[src/rtl/lda_arb_pkg.sv]
// Shared types and default widths for the line-drawing-engine arbiter.
package lda_arb_pkg;

  typedef enum logic [1:0] {
    S_IDLE      = 2'd0,
    S_START     = 2'd1,
    S_WAIT_DONE = 2'd2
  } arb_state_t;

  localparam int X_W_DEF   = 9;
  localparam int Y_W_DEF   = 8;
  localparam int COL_W_DEF = 3;

endpackage

[src/rtl/rr_arbiter.sv]
// Combinational round-robin pick: the first requester above last_grant wins,
// wrapping around, so the most recent winner has the lowest priority.
module rr_arbiter
  import lda_arb_pkg::*;
#(
  parameter int N_REQ = 2,
  parameter int IDX_W = $clog2(N_REQ)
) (
  input  logic [N_REQ-1:0] req,
  input  logic [IDX_W-1:0] last_grant,
  output logic [N_REQ-1:0] grant,
  output logic [IDX_W-1:0] grant_idx,
  output logic             any
);

  logic [IDX_W-1:0] w_idx;

  // Scan last_grant+1, last_grant+2, ... (mod N_REQ) and keep the first hit.
  always_comb begin
    grant     = '0;
    grant_idx = '0;
    any       = 1'b0;
    w_idx     = '0;
    for (int i = 1; i <= N_REQ; i++) begin
      w_idx = IDX_W'((int'(last_grant) + i) % N_REQ);
      if (!any && req[w_idx]) begin
        any          = 1'b1;
        grant[w_idx] = 1'b1;
        grant_idx    = w_idx;
      end
    end
  end

endmodule

[src/rtl/lda_arbiter.sv]
// Shares one line-drawing engine between N_REQ requesters: round-robin grant,
// operand latch, start pulse, wait for done, completion pulse to the owner.
module lda_arbiter
  import lda_arb_pkg::*;
#(
  parameter int N_REQ = 2,
  parameter int X_W   = X_W_DEF,
  parameter int Y_W   = Y_W_DEF,
  parameter int COL_W = COL_W_DEF
) (
  input  logic                       clk,
  input  logic                       reset,
  input  logic [N_REQ-1:0]           i_req,
  input  logic [N_REQ*X_W-1:0]       i_x0,
  input  logic [N_REQ*X_W-1:0]       i_x1,
  input  logic [N_REQ*Y_W-1:0]       i_y0,
  input  logic [N_REQ*Y_W-1:0]       i_y1,
  input  logic [N_REQ*COL_W-1:0]     i_col,
  output logic [N_REQ-1:0]           o_ack,
  output logic [N_REQ-1:0]           o_done,
  output logic                       o_busy,
  output logic [$clog2(N_REQ)-1:0]   o_owner,
  output logic [X_W-1:0]             o_x0,
  output logic [X_W-1:0]             o_x1,
  output logic [Y_W-1:0]             o_y0,
  output logic [Y_W-1:0]             o_y1,
  output logic [COL_W-1:0]           o_col,
  output logic                       o_start,
  input  logic                       i_done
);

  localparam int IDX_W = $clog2(N_REQ);

  arb_state_t       r_state, w_stateNext;
  logic [IDX_W-1:0] r_lastGrant, r_owner, w_grantIdx;
  logic [N_REQ-1:0] w_grant, r_ack, r_done;
  logic             w_any, r_start;
  logic [X_W-1:0]   r_x0, r_x1, w_x0, w_x1;
  logic [Y_W-1:0]   r_y0, r_y1, w_y0, w_y1;
  logic [COL_W-1:0] r_col, w_col;

  rr_arbiter #(.N_REQ(N_REQ), .IDX_W(IDX_W)) u_rr (
    .req        (i_req),
    .last_grant (r_lastGrant),
    .grant      (w_grant),
    .grant_idx  (w_grantIdx),
    .any        (w_any)
  );

  // Select the winning requester's operand slices ahead of the grant edge.
  always_comb begin
    w_x0  = '0;
    w_x1  = '0;
    w_y0  = '0;
    w_y1  = '0;
    w_col = '0;
    for (int k = 0; k < N_REQ; k++) begin
      if (w_grantIdx == IDX_W'(k)) begin
        w_x0  = i_x0[k*X_W +: X_W];
        w_x1  = i_x1[k*X_W +: X_W];
        w_y0  = i_y0[k*Y_W +: Y_W];
        w_y1  = i_y1[k*Y_W +: Y_W];
        w_col = i_col[k*COL_W +: COL_W];
      end
    end
  end

  // State register.
  always_ff @(posedge clk or negedge reset) begin
    if (!reset) begin
      r_state <= S_IDLE;
    end else begin
      r_state <= w_stateNext;
    end
  end

  // Next state: i_done only counts once the start pulse has gone out.
  always_comb begin
    w_stateNext = r_state;
    case (r_state)
      S_IDLE:      if (w_any) w_stateNext = S_START;
      S_START:     w_stateNext = S_WAIT_DONE;
      S_WAIT_DONE: if (i_done) w_stateNext = S_IDLE;
      default:     w_stateNext = S_IDLE;
    endcase
  end

  // Registered pulses, owner tracking and operand latch, all glitch-free.
  always_ff @(posedge clk or negedge reset) begin
    if (!reset) begin
      r_lastGrant <= IDX_W'(N_REQ - 1);
      r_owner     <= '0;
      r_start     <= 1'b0;
      r_ack       <= '0;
      r_done      <= '0;
      r_x0        <= '0;
      r_x1        <= '0;
      r_y0        <= '0;
      r_y1        <= '0;
      r_col       <= '0;
    end else begin
      r_start <= 1'b0;
      r_ack   <= '0;
      r_done  <= '0;
      case (r_state)
        S_IDLE: begin
          if (w_any) begin
            r_lastGrant <= w_grantIdx;
            r_owner     <= w_grantIdx;
            r_start     <= 1'b1;
            r_ack       <= w_grant;
            r_x0        <= w_x0;
            r_x1        <= w_x1;
            r_y0        <= w_y0;
            r_y1        <= w_y1;
            r_col       <= w_col;
          end
        end
        S_WAIT_DONE: begin
          if (i_done) r_done[r_owner] <= 1'b1;
        end
        default: ;
      endcase
    end
  end

  assign o_busy  = (r_state != S_IDLE);
  assign o_start = r_start;
  assign o_ack   = r_ack;
  assign o_done  = r_done;
  assign o_owner = r_owner;
  assign o_x0    = r_x0;
  assign o_x1    = r_x1;
  assign o_y0    = r_y0;
  assign o_y1    = r_y1;
  assign o_col   = r_col;

endmodule
[config.mk]
export PLATFORM = sky130hd
export DESIGN_NAME = lda_arbiter
export DESIGN_NICKNAME = d
export VERILOG_FILES = /design/src/rtl/lda_arb_pkg.sv /design/src/rtl/rr_arbiter.sv /design/src/rtl/lda_arbiter.sv
export SDC_FILE = /design/constraint.sdc
export NUM_CORES = 1
export LEC_CHECK = 0
export ABC_AREA = 1
export ABC_CLOCK_PERIOD_IN_PS = 1200
export BUFFER_PORTS_ARGS = -buffer_cell sky130_fd_sc_hd__clkbuf_2
export CAP_MARGIN = 10
export CORE_MARGIN = 5
export CORE_UTILIZATION = 43
export CTS_BUF_LIST = sky130_fd_sc_hd__clkbuf_4 sky130_fd_sc_hd__clkbuf_8
export CTS_CLUSTER_SIZE = 24
export DETAILED_ROUTE_END_ITERATION = 16
export PLACE_DENSITY = 0.88
export SLEW_MARGIN = 30
export SYNTH_ARGS = -nofsm -noshare
export SYNTH_HDL_FRONTEND = slang
export SYNTH_SLANG_ARGS = --single-unit
[constraint.sdc]
create_clock -name clk -period 1.2 [get_ports clk]
set_clock_uncertainty 0.05 [all_clocks]
set_input_delay 0.06 -clock clk [delete_from_list [all_inputs] [get_ports clk]]
set_output_delay 0.06 -clock clk [all_outputs]
set_load 0.005 [all_outputs]
==> flow_summary_export.csv, run 1 <==
group,metric,value,unit
status,status,"finished with violations",
status,failed_checks,"negative setup slack",
clock_tree,ctsRootBufferMaster,"clkbuf_8",
floorplanning,io_pins,123,
pwr,p_int,4.58,mW
floorplanning,start_util,44.5,%
pwr,sequentialPowerShare,36.9,%
sta,finalHoldViolations,0,
placement,port_buffers,122,
yosys,mappedNetlistNets,429,
grt,grt_pass1_wl,11.4,mm
final_layout,drive_above_1_share,39.1,%
drt,drtIter0Drc,60,
clock_tree,h-tree-depth,2,
placement,gp_congestion,0.782,
final_layout,postLayoutCoreUtil,65.0,%
floorplanning,rows,27,
pwr,combPwrFrac,50.0,%
drt,drc,0,
yosys,synth.cell_area,2470,um2
setup_path,start_kind,"flop",
sta,maxSlewViolCount,0,
yosys,yosysSeqAreaShare,46.7,%
grt,grt_pass1_vias,2613,
clock_tree,cts_num_sinks,46,
sta,fin_ws,-0.0926,ns
grt,track_usage,19.1,%
placement,placedCellCount,540,
clock_tree,insertion_delay,0.29,ns
clock_tree,numCtsBuffers,5,
final_layout,fillCellCount,486,
setup_path,critPathArrivalTime,1.42,ns
grt,overflow,0,
drt,vias_per_cell,4.82,
pwr,switching_power,2.95,mW
pwr,power.density,2090,nW/um2
sta,max-slew-margin-rel,74.8,%
sta,setup_viol,40,
sta,fmax,774,MHz
grt,antenna_found_initial,0,
clock_tree,clk_pin_slew,0.08,ns
placement,place_ws,-0.0703,ns
floorplanning,dieArea,7350,um2
floorplanning,core-area,5540,um2
clock_tree,clockBufferDepth,2,
yosys,netlist_instances,350,
placement,dp_hpwl,5.12,mm
final_layout,multiInputGateArea,998,um2
drt,met2WireLength,3.82,mm
drt,met3_length,588,um
pwr,leakage,2.28,nW
yosys,yosys_warnings,0,
drt,top_layer_used,"met4",
setup_path,cp-end-kind,"flop",
final_layout,regArea,1150,um2
final_layout,n_antenna_cell,0,
pwr,power.total,7.53,mW
sta,layout_min_cycle_time,1.29,ns
setup_path,crit_fanout,7,
pwr,p_clk_share,13.1,%
final_layout,final_common_cell,"clkbuf_2",
final_layout,final_cells,561,
floorplanning,fp.dieW,85.8,um
final_layout,layout_common_cells,"clkbuf_2, nand2_1, inv_1",
setup_path,crit_type,"flop to flop",
drt,drtPass1Iterations,5,
drt,vias,2705,
sta,fin_crit_sh,108,%
final_layout,area_growth,45.9,%
sta,tightest_slew,0.378,ns
pwr,ir_drop,0.000891,V
drt,wl_per_cell,13.2,um
drt,wl,7.43,mm
clock_tree,cts_tree,"done",
floorplanning,die_y,85.8,um
yosys,synth_cell_types,16,
flow_run,maxCapViolCount,0,
drt,drt-met1-wl,2.86,mm
sta,rsz0062_at_grt,"yes",
drt,ant_nets,0,
yosys,syn_area_per_cell,7.05,um2
worst_hold_path,hp-class,"input port to flop",
yosys,ys_ff_latch,46,
grt,grt_max_degree,25,
final_layout,final_nets,567,
setup_path,required,1.33,ns
pwr,p_sw_share,39.2,%
sta,tns,-1.82,ns
## power by group through the flow
stage	registers [mW]	clock network, mW	logic (mW)
CTS	2.74	1.03	3.53
finish	2.78	0.985	3.77
global route	2.86	1.09	4.19
floorplan	2.77	0	1.73
detailed placement	2.74	0	3.28
global placement	2.73	0	3.15
## timing repair
action | CTS | global route
pin swaps | 3 | 2
buffers inserted | 4 | 4
resized for setup | 19 | 23
hold buffers | 2 | 0
endpoints found under the hold margin | 49 | 0
endpoints found under the setup margin | 39 | 41
cloned | 2 | 3
## cell type report
class / count / share of cell area [%]
clock buffers: 7 / 2.50
flip-flops and latches: 46 / 32.0
repair buffers: 151 / 26.7
well taps: 72 / 2.50
inverters: 81 / 8.44
multi-input cells: 203 / 27.7
clock inverters: 1 / 0.139
## per-stage QoR
stage               hold slack [ns]  cell area [um2]
floorplan                    -0.286             2470
global placement            -0.0646             3220
detailed placement          -0.0482             3220
CTS                         0.00131             3490
global route                 0.0153             3600
finish                      0.00854             3600
## worst paths after layout
check                                        start                   to  slack, ns  cells after the start
max in group asynchronous                    reset  o_x0[7]$_DFFE_PN0P_       0.45                      3
max                        r_lastGrant$_DFFE_PN1P_  o_y0[0]$_DFFE_PN0P_      -0.09                      6
max reg2reg                r_lastGrant$_DFFE_PN1P_  o_y0[0]$_DFFE_PN0P_      -0.09                      6
min in group asynchronous                    reset  o_x1[3]$_DFFE_PN0P_       0.16                      2
min reg2reg                    o_x1[2]$_DFFE_PN0P_  o_x1[2]$_DFFE_PN0P_       0.44                      2
min                                        i_x0[6]  o_x0[6]$_DFFE_PN0P_      0.009                      5
## kinds of logic (layout without fill, tap and decap cells)
group                  after synthesis  after routing  synth area share [%]
DFF                                 46             46                  46.7
AOI/OAI and AO/OA                    3              3                 0.608
and+or+nand+nor                    200            200                  35.1
buffers and inverters              101            240                  17.5
## state kept, by name (all words and copies together), names as in the netlist
register	cells
o_start	1
r_lastGrant	1
r_state	2
o_col	3
o_x0	9
o_done	2
o_ack	2
o_y1	8
o_x1	9
o_owner	1
o_y0	8
## layer usage
metal  GRT usage, %  vias up
li1               -     1312
met3           3.94       13
met1           22.3     1263
met5              0        -
met4           7.91        0
met2           34.0      117
## cells in the mapped netlist
library cell | n | area (um2)
nand2_2 | 2 | 12.5
o21ai_0 | 3 | 15.0
nand2_1 | 116 | 435
nor3_1 | 2 | 10.0
nor2_4 | 2 | 22.5
nand3_1 | 75 | 375
buf_6 | 4 | 45.0
clkbuf_1 | 1 | 3.75
inv_1 | 80 | 300
dfrtp_1 | 45 | 1130
nor2_1 | 3 | 11.3
buf_2 | 10 | 50.1
dfstp_2 | 1 | 26.3
buf_4 | 3 | 22.5
buf_1 | 2 | 7.51
inv_2 | 1 | 3.75
## worst max-delay path: stages (launching register included)
cell and delay, ns:
dfstp_2 0.57, nand2_4 0.07, nand2_8 0.13, clkbuf_16 0.16
nand2_1 0.06, nand3_1 0.08, nand2_1 0.06
(Power assumes the default switching activity.)
==> run 2: changes to the inputs <==
--- a/config.mk
+++ b/config.mk
@@ -15,6 +15,7 @@
 export CTS_CLUSTER_SIZE = 24
 export DETAILED_ROUTE_END_ITERATION = 16
 export PLACE_DENSITY = 0.88
+export SKIP_LAST_GASP = 1
 export SLEW_MARGIN = 30
 export SYNTH_ARGS = -nofsm -noshare
 export SYNTH_HDL_FRONTEND = slang
==> run 2 against run 1 <==
  * The flow still finishes with violations (negative setup slack)
  * Sequential power barely moved
  * Wire length shrank 1.3%
  * Worst setup slack improved by 0.011 ns
  * Design area shrank 1.6%
  * Sequential share of layout area up 0.53 points
  * Non-clock buffer count is the same
  * Fmax grew 0.83%
  * Register-to-register slack about the same
  * Largest power group unchanged
  * First-iteration DRC count up 57%
==> flow_summary_export.csv, run 2 (synthesis gave the netlist of run 1 again) <==
group,metric,value,unit
clock_tree,numCtsBuffers,5,
floorplanning,io_pins,123,
worst_hold_path,min_path_cells,5,
setup_path,crit_type,"flop to flop",
drt,drtPass1Iterations,4,
status,failed_checks,"negative setup slack",
setup_path,crit_chain,"nand2_4, nand2_8, clkbuf_16, nand2_1, nand3_1, nand2_1",
placement,gp_congestion,0.782,
clock_tree,clockBufferDepth,2,
setup_path,crit_slowest_cell,"dfstp_2",
floorplanning,dieArea,7350,um2
placement,port_buffers,122,
sta,finalHoldViolations,0,
sta,setup_viol,40,
sta,fin_crit_sh,107,%
final_layout,drive_above_1_share,35.6,%
sta,tightest_slew,0.378,ns
final_layout,layout_common_cells,"clkbuf_2, nand2_1, inv_1",
final_layout,final_area,3540,um2
drt,drtIter0Drc,94,
pwr,leakage,2.27,nW
drt,wl,7.33,mm
worst_hold_path,hp-class,"input port to flop",
setup_path,start_kind,"flop",
setup_path,cp-end-kind,"flop",
flow_run,maxCapViolCount,0,
final_layout,n_antenna_cell,0,
clock_tree,insertion_delay,0.29,ns
drt,ant_nets,0,
final_layout,final_cells,561,
grt,track_usage,19.1,%
status,status,"finished with violations",
sta,fmax,780,MHz
drt,drc,0,
floorplanning,die_y,85.8,um
setup_path,critPathMostFrequentCell,"nand2_1",
setup_path,rrSetupSlack,-0.08,ns
final_layout,final_common_cell,"clkbuf_2",
clock_tree,cts_num_sinks,46,
placement,dp_hpwl,5.12,mm
setup_path,crit_fanout,7,
grt,overflow,0,
grt,grt_pass1_vias,2613,
grt,grt_pass1_wl,11.4,mm
sta,maxSlewViolCount,0,
sta,fin_hold_ws,0.00768,ns
setup_path,critPathArrivalTime,1.41,ns
clock_tree,cts_tree,"done",
setup_path,required,1.33,ns
clock_tree,clk_pin_slew,0.09,ns
floorplanning,rows,27,
placement,placedCellCount,540,
setup_path,r2r-start,"r_lastGrant$_DFFE_PN1P_",
sta,fin_ws,-0.0820,ns
worst_hold_path,holdPathEnd,"o_x0[6]$_DFFE_PN0P_",
floorplanning,start_util,44.5,%
pwr,power.density,2090,nW/um2
sta,rsz0062_at_grt,"yes",
clock_tree,h-tree-depth,2,
drt,vias_per_cell,4.76,
sta,layout_min_cycle_time,1.28,ns
final_layout,final_nets,567,
clock_tree,ctsRootBufferMaster,"clkbuf_8",
worst_hold_path,hold_path.startpoint,"i_x0[6]",
pwr,ir_drop,0.000887,V
floorplanning,core-area,5540,um2
floorplanning,fp.dieW,85.8,um
placement,dpl_cell_area,3220,um2
grt,antenna_found_initial,0,
drt,vias,2668,
setup_path,max_stage_delay,0.57,ns
drt,wl_per_cell,13.1,um
setup_path,regToRegEndpoint,"o_y1[7]$_DFFE_PN0P_",
final_layout,area_growth,43.6,%
setup_path,rr_worst_depth,6,
grt,grt_max_degree,25,
sta,max-slew-margin-rel,74.8,%
run 2: final cells by class:
cell class                 instances  area (um2)
timing repair buffer             151         957
tap                               72        90.1
sequential                        46        1150
multi-input combinational        203         943
fill                             485        2000
clock inverter                     1        5.00
inverter                          81         304
clock buffer                       7        90.1
run 2: per-layer routing:
metal  part of all wire (%)  wire length, um  GRT usage [%]  up-vias
li1                       -                -              -     1310
met1                     40             2950           22.3     1243
met2                     51             3750           34.0      104
met3                    7.0              510           3.94       11
met4                    1.6              116           7.91        0
met5                      0                0              0        -
run 2: worst max-delay path, delay by kind of cell, from the launching register on:
family / cells / cell delay, ns
DFF: 1 / 0.57
and+or+nand+nor: 5 / 0.40
buffers and inverters: 1 / 0.16
run 2: worst max-delay path by stage:
stage | start | cells after the start | end | slack (ns)
3_5_place_dp | r_lastGrant$_DFFE_PN1P_ | 6 | o_col[0]$_DFFE_PN0P_ | -0.07
3_3_place_gp | r_lastGrant$_DFFE_PN1P_ | 6 | o_y0[2]$_DFFE_PN0P_ | -0.006
4_1_cts | r_lastGrant$_DFFE_PN1P_ | 7 | o_y1[3]$_DFFE_PN0P_ | -0.07
6_report | r_lastGrant$_DFFE_PN1P_ | 6 | o_y1[7]$_DFFE_PN0P_ | -0.08
2_1_floorplan | r_lastGrant$_DFFE_PN1P_ | 6 | o_col[2]$_DFFE_PN0P_ | -0.03
5_1_grt | r_lastGrant$_DFFE_PN1P_ | 6 | o_x0[6]$_DFFE_PN0P_ | -0.13
run 2: repair_timing:
item,CTS,global route
hold buffers,2,0
endpoints found under the hold margin,49,0
setup buffers,4,4
cloned,2,3
endpoints found under the setup margin,39,41
pin swaps,3,2
gates resized for setup,19,5
run 2: stage by stage:
step                      utilization (%)  worst slack (ns)  TNS, ns  total power [mW]
after detailed placement             58.2           -0.0703   -0.844              6.02
after global routing                 63.9            -0.132    -4.36              8.03
after floorplan                         -           -0.0328   -0.980              4.50
after CTS                            63.0           -0.0673    -1.34              7.30
after global placement               58.2          -0.00553  -0.0168              5.88
final                                63.9           -0.0820    -1.60              7.42
run 2: report_power, final:
group,switching (mW),internal (mW)
Sequential,0.443,2.32
Clock,0.499,0.488
Combinational,1.94,1.73
Total,2.88,4.54
==> run 3: changes to the inputs <==
--- a/config.mk
+++ b/config.mk
@@ -9,12 +9,11 @@
 export ABC_CLOCK_PERIOD_IN_PS = 1200
 export BUFFER_PORTS_ARGS = -buffer_cell sky130_fd_sc_hd__clkbuf_2
 export CAP_MARGIN = 10
-export CORE_MARGIN = 5
-export CORE_UTILIZATION = 43
-export CTS_BUF_LIST = sky130_fd_sc_hd__clkbuf_4 sky130_fd_sc_hd__clkbuf_8
+export CORE_MARGIN = 2
+export CORE_UTILIZATION = 41
 export CTS_CLUSTER_SIZE = 24
 export DETAILED_ROUTE_END_ITERATION = 16
-export PLACE_DENSITY = 0.88
+export PLACE_DENSITY = 0.85
 export SKIP_LAST_GASP = 1
 export SLEW_MARGIN = 30
 export SYNTH_ARGS = -nofsm -noshare
==> run 3 against run 2 <==
  * The flow still finishes with violations (negative setup slack)
  * Combinational power rose by 2%
  * Cell count rose by 0.89%
  * Via count barely moved
  * First-iteration DRC count fell by 1.1%
  * Sequential power barely moved
  * Critical endpoint is now o_x1[4]$_DFFE_PN0P_
  * Largest cell class unchanged
  * Largest power group unchanged
==> flow_summary_export.csv, run 3 (synthesis gave the netlist of run 1 again) <==
group,metric,value,unit
setup_path,required,1.34,ns
status,failed_checks,"negative setup slack",
final_layout,final_nets,569,
final_layout,n_antenna_cell,0,
sta,fin_ws,-0.0927,ns
floorplanning,io_pins,123,
setup_path,critPathArrivalTime,1.43,ns
setup_path,rr_worst_depth,6,
worst_hold_path,min_path_cells,5,
drt,vias,2670,
drt,drtPass1Iterations,4,
clock_tree,insertion_delay,0.30,ns
sta,setup_viol,39,
setup_path,regToRegEndpoint,"o_x1[4]$_DFFE_PN0P_",
placement,gp_congestion,0.747,
clock_tree,clockBufferDepth,2,
final_layout,area_growth,48.0,%
setup_path,start_kind,"flop",
grt,grt_pass1_vias,2334,
grt,gr-usage-met3,4.29,%
placement,placedCellCount,545,
pwr,leakage,2.31,nW
setup_path,rrSetupSlack,-0.09,ns
clock_tree,cts_num_sinks,46,
clock_tree,h-tree-depth,2,
final_layout,postLayoutCoreUtil,62.4,%
sta,max-slew-margin-rel,75.3,%
clock_tree,cts_tree,"done",
pwr,ir_drop,0.000957,V
placement,dp_hpwl,4.62,mm
final_layout,layout_common_cells,"clkbuf_2, nand2_1, inv_1",
drt,ant_nets,0,
floorplanning,die_y,81.6,um
worst_hold_path,hold_path.startpoint,"i_x1[3]",
floorplanning,rows,28,
placement,port_buffers,122,
clock_tree,clk_pin_slew,0.09,ns
worst_hold_path,hp-class,"input port to flop",
sta,finalHoldViolations,0,
pwr,power.density,2090,nW/um2
grt,antenna_found_initial,0,
drt,drtIter0Drc,93,
drt,drc,0,
grt,use_met2,35.3,%
grt,grt_pass1_wl,9.97,mm
setup_path,crit_fanout,7,
sta,tns,-1.68,ns
grt,grt_max_degree,27,
sta,fin_crit_sh,108,%
sta,fmax,774,MHz
floorplanning,dieArea,6650,um2
sta,layout_min_cycle_time,1.29,ns
setup_path,crit_type,"flop to flop",
grt,overflow,0,
status,status,"finished with violations",
flow_run,maxCapViolCount,0,
drt,wl,7.06,mm
final_layout,drive_above_1_share,37.7,%
grt,track_usage,19.3,%
clock_tree,ctsRootBufferMaster,"clkbuf_8",
grt,use_met1,22.6,%
sta,maxSlewViolCount,0,
worst_hold_path,holdPathEnd,"o_x1[3]$_DFFE_PN0P_",
setup_path,cp-end-kind,"flop",
floorplanning,start_util,42.2,%
setup_path,r2r-start,"r_lastGrant$_DFFE_PN1P_",
floorplanning,fp.dieW,81.6,um
drt,vias_per_cell,4.72,
drt,wl_per_cell,12.5,um
floorplanning,core-area,5850,um2
grt,busiest_layer,"met2",
sta,tightest_slew,0.371,ns
final_layout,final_cells,566,
sta,rsz0062_at_grt,"yes",
clock_tree,numCtsBuffers,5,
final_layout,final_common_cell,"clkbuf_2",
[run 3: per-stage QoR]
step / power (mW) / worst slack, ns / hold WS (ns) / area [um2]
after global placement: 5.89 / -0.0123 / -0.0685 / 3230
after CTS: 7.18 / -0.0681 / 0.00383 / 3410
after global routing: 8.26 / -0.126 / 0.0139 / 3650
final: 7.64 / -0.0927 / 0.0110 / 3650
after detailed placement: 6.00 / -0.0517 / -0.0666 / 3230
after floorplan: 4.50 / -0.0328 / -0.286 / 2470
[run 3: worst max-delay path by stage]
stage / from / to / slack, ns / depth (start not counted)
after floorplan: r_lastGrant$_DFFE_PN1P_ / o_col[2]$_DFFE_PN0P_ / -0.03 / 6
after global placement: r_lastGrant$_DFFE_PN1P_ / o_x1[0]$_DFFE_PN0P_ / -0.01 / 6
after detailed placement: r_lastGrant$_DFFE_PN1P_ / o_y1[6]$_DFFE_PN0P_ / -0.05 / 6
after CTS: r_lastGrant$_DFFE_PN1P_ / o_y1[6]$_DFFE_PN0P_ / -0.07 / 6
after global routing: r_lastGrant$_DFFE_PN1P_ / o_x1[4]$_DFFE_PN0P_ / -0.13 / 6
final: r_lastGrant$_DFFE_PN1P_ / o_x1[4]$_DFFE_PN0P_ / -0.09 / 6
[run 3: repair_timing]
action                                  4_1_cts  5_1_grt
endpoints found under the setup margin       39       41
gates resized for setup                       2       36
endpoints found under the hold margin        54        0
pin swaps                                     0        7
cloned                                        0        5
hold buffers                                  7        0
buffers inserted                              1        0
[run 3: final cells by class]
type / count / area, um2
Fill cell: 520 / 2200
Sequential cell: 46 / 1150
Multi-Input combinational cell: 203 / 1000
Timing Repair Buffer: 153 / 986
Inverter: 81 / 307
Tap cell: 75 / 93.8
Clock buffer: 5 / 68.8
Clock inverter: 3 / 40.0
[run 3: per-layer routing]
metal	share of wire, %	vias to the layer above
li1	-	1324
met2	50	100
met3	5.6	6
met1	43	1240
met5	0	-
met4	0.91	0
[run 3: report_power, final]
| group | switching, mW | total (mW) | leakage, nW | internal, mW |
|---|---|---|---|---|
| registers | 0.466 | 2.79 | 0.563 | 2.32 |
| clock network | 0.501 | 1.11 | 0.0579 | 0.613 |
| logic | 1.99 | 3.74 | 1.69 | 1.75 |
[run 3: critical path: stages, from the launching register on]
cell	delay, ns
dfstp_2	0.57
nand2_4	0.08
nand2_8	0.12
clkbuf_16	0.18
nand2_2	0.06
nand3_2	0.06
nand2_1	0.06
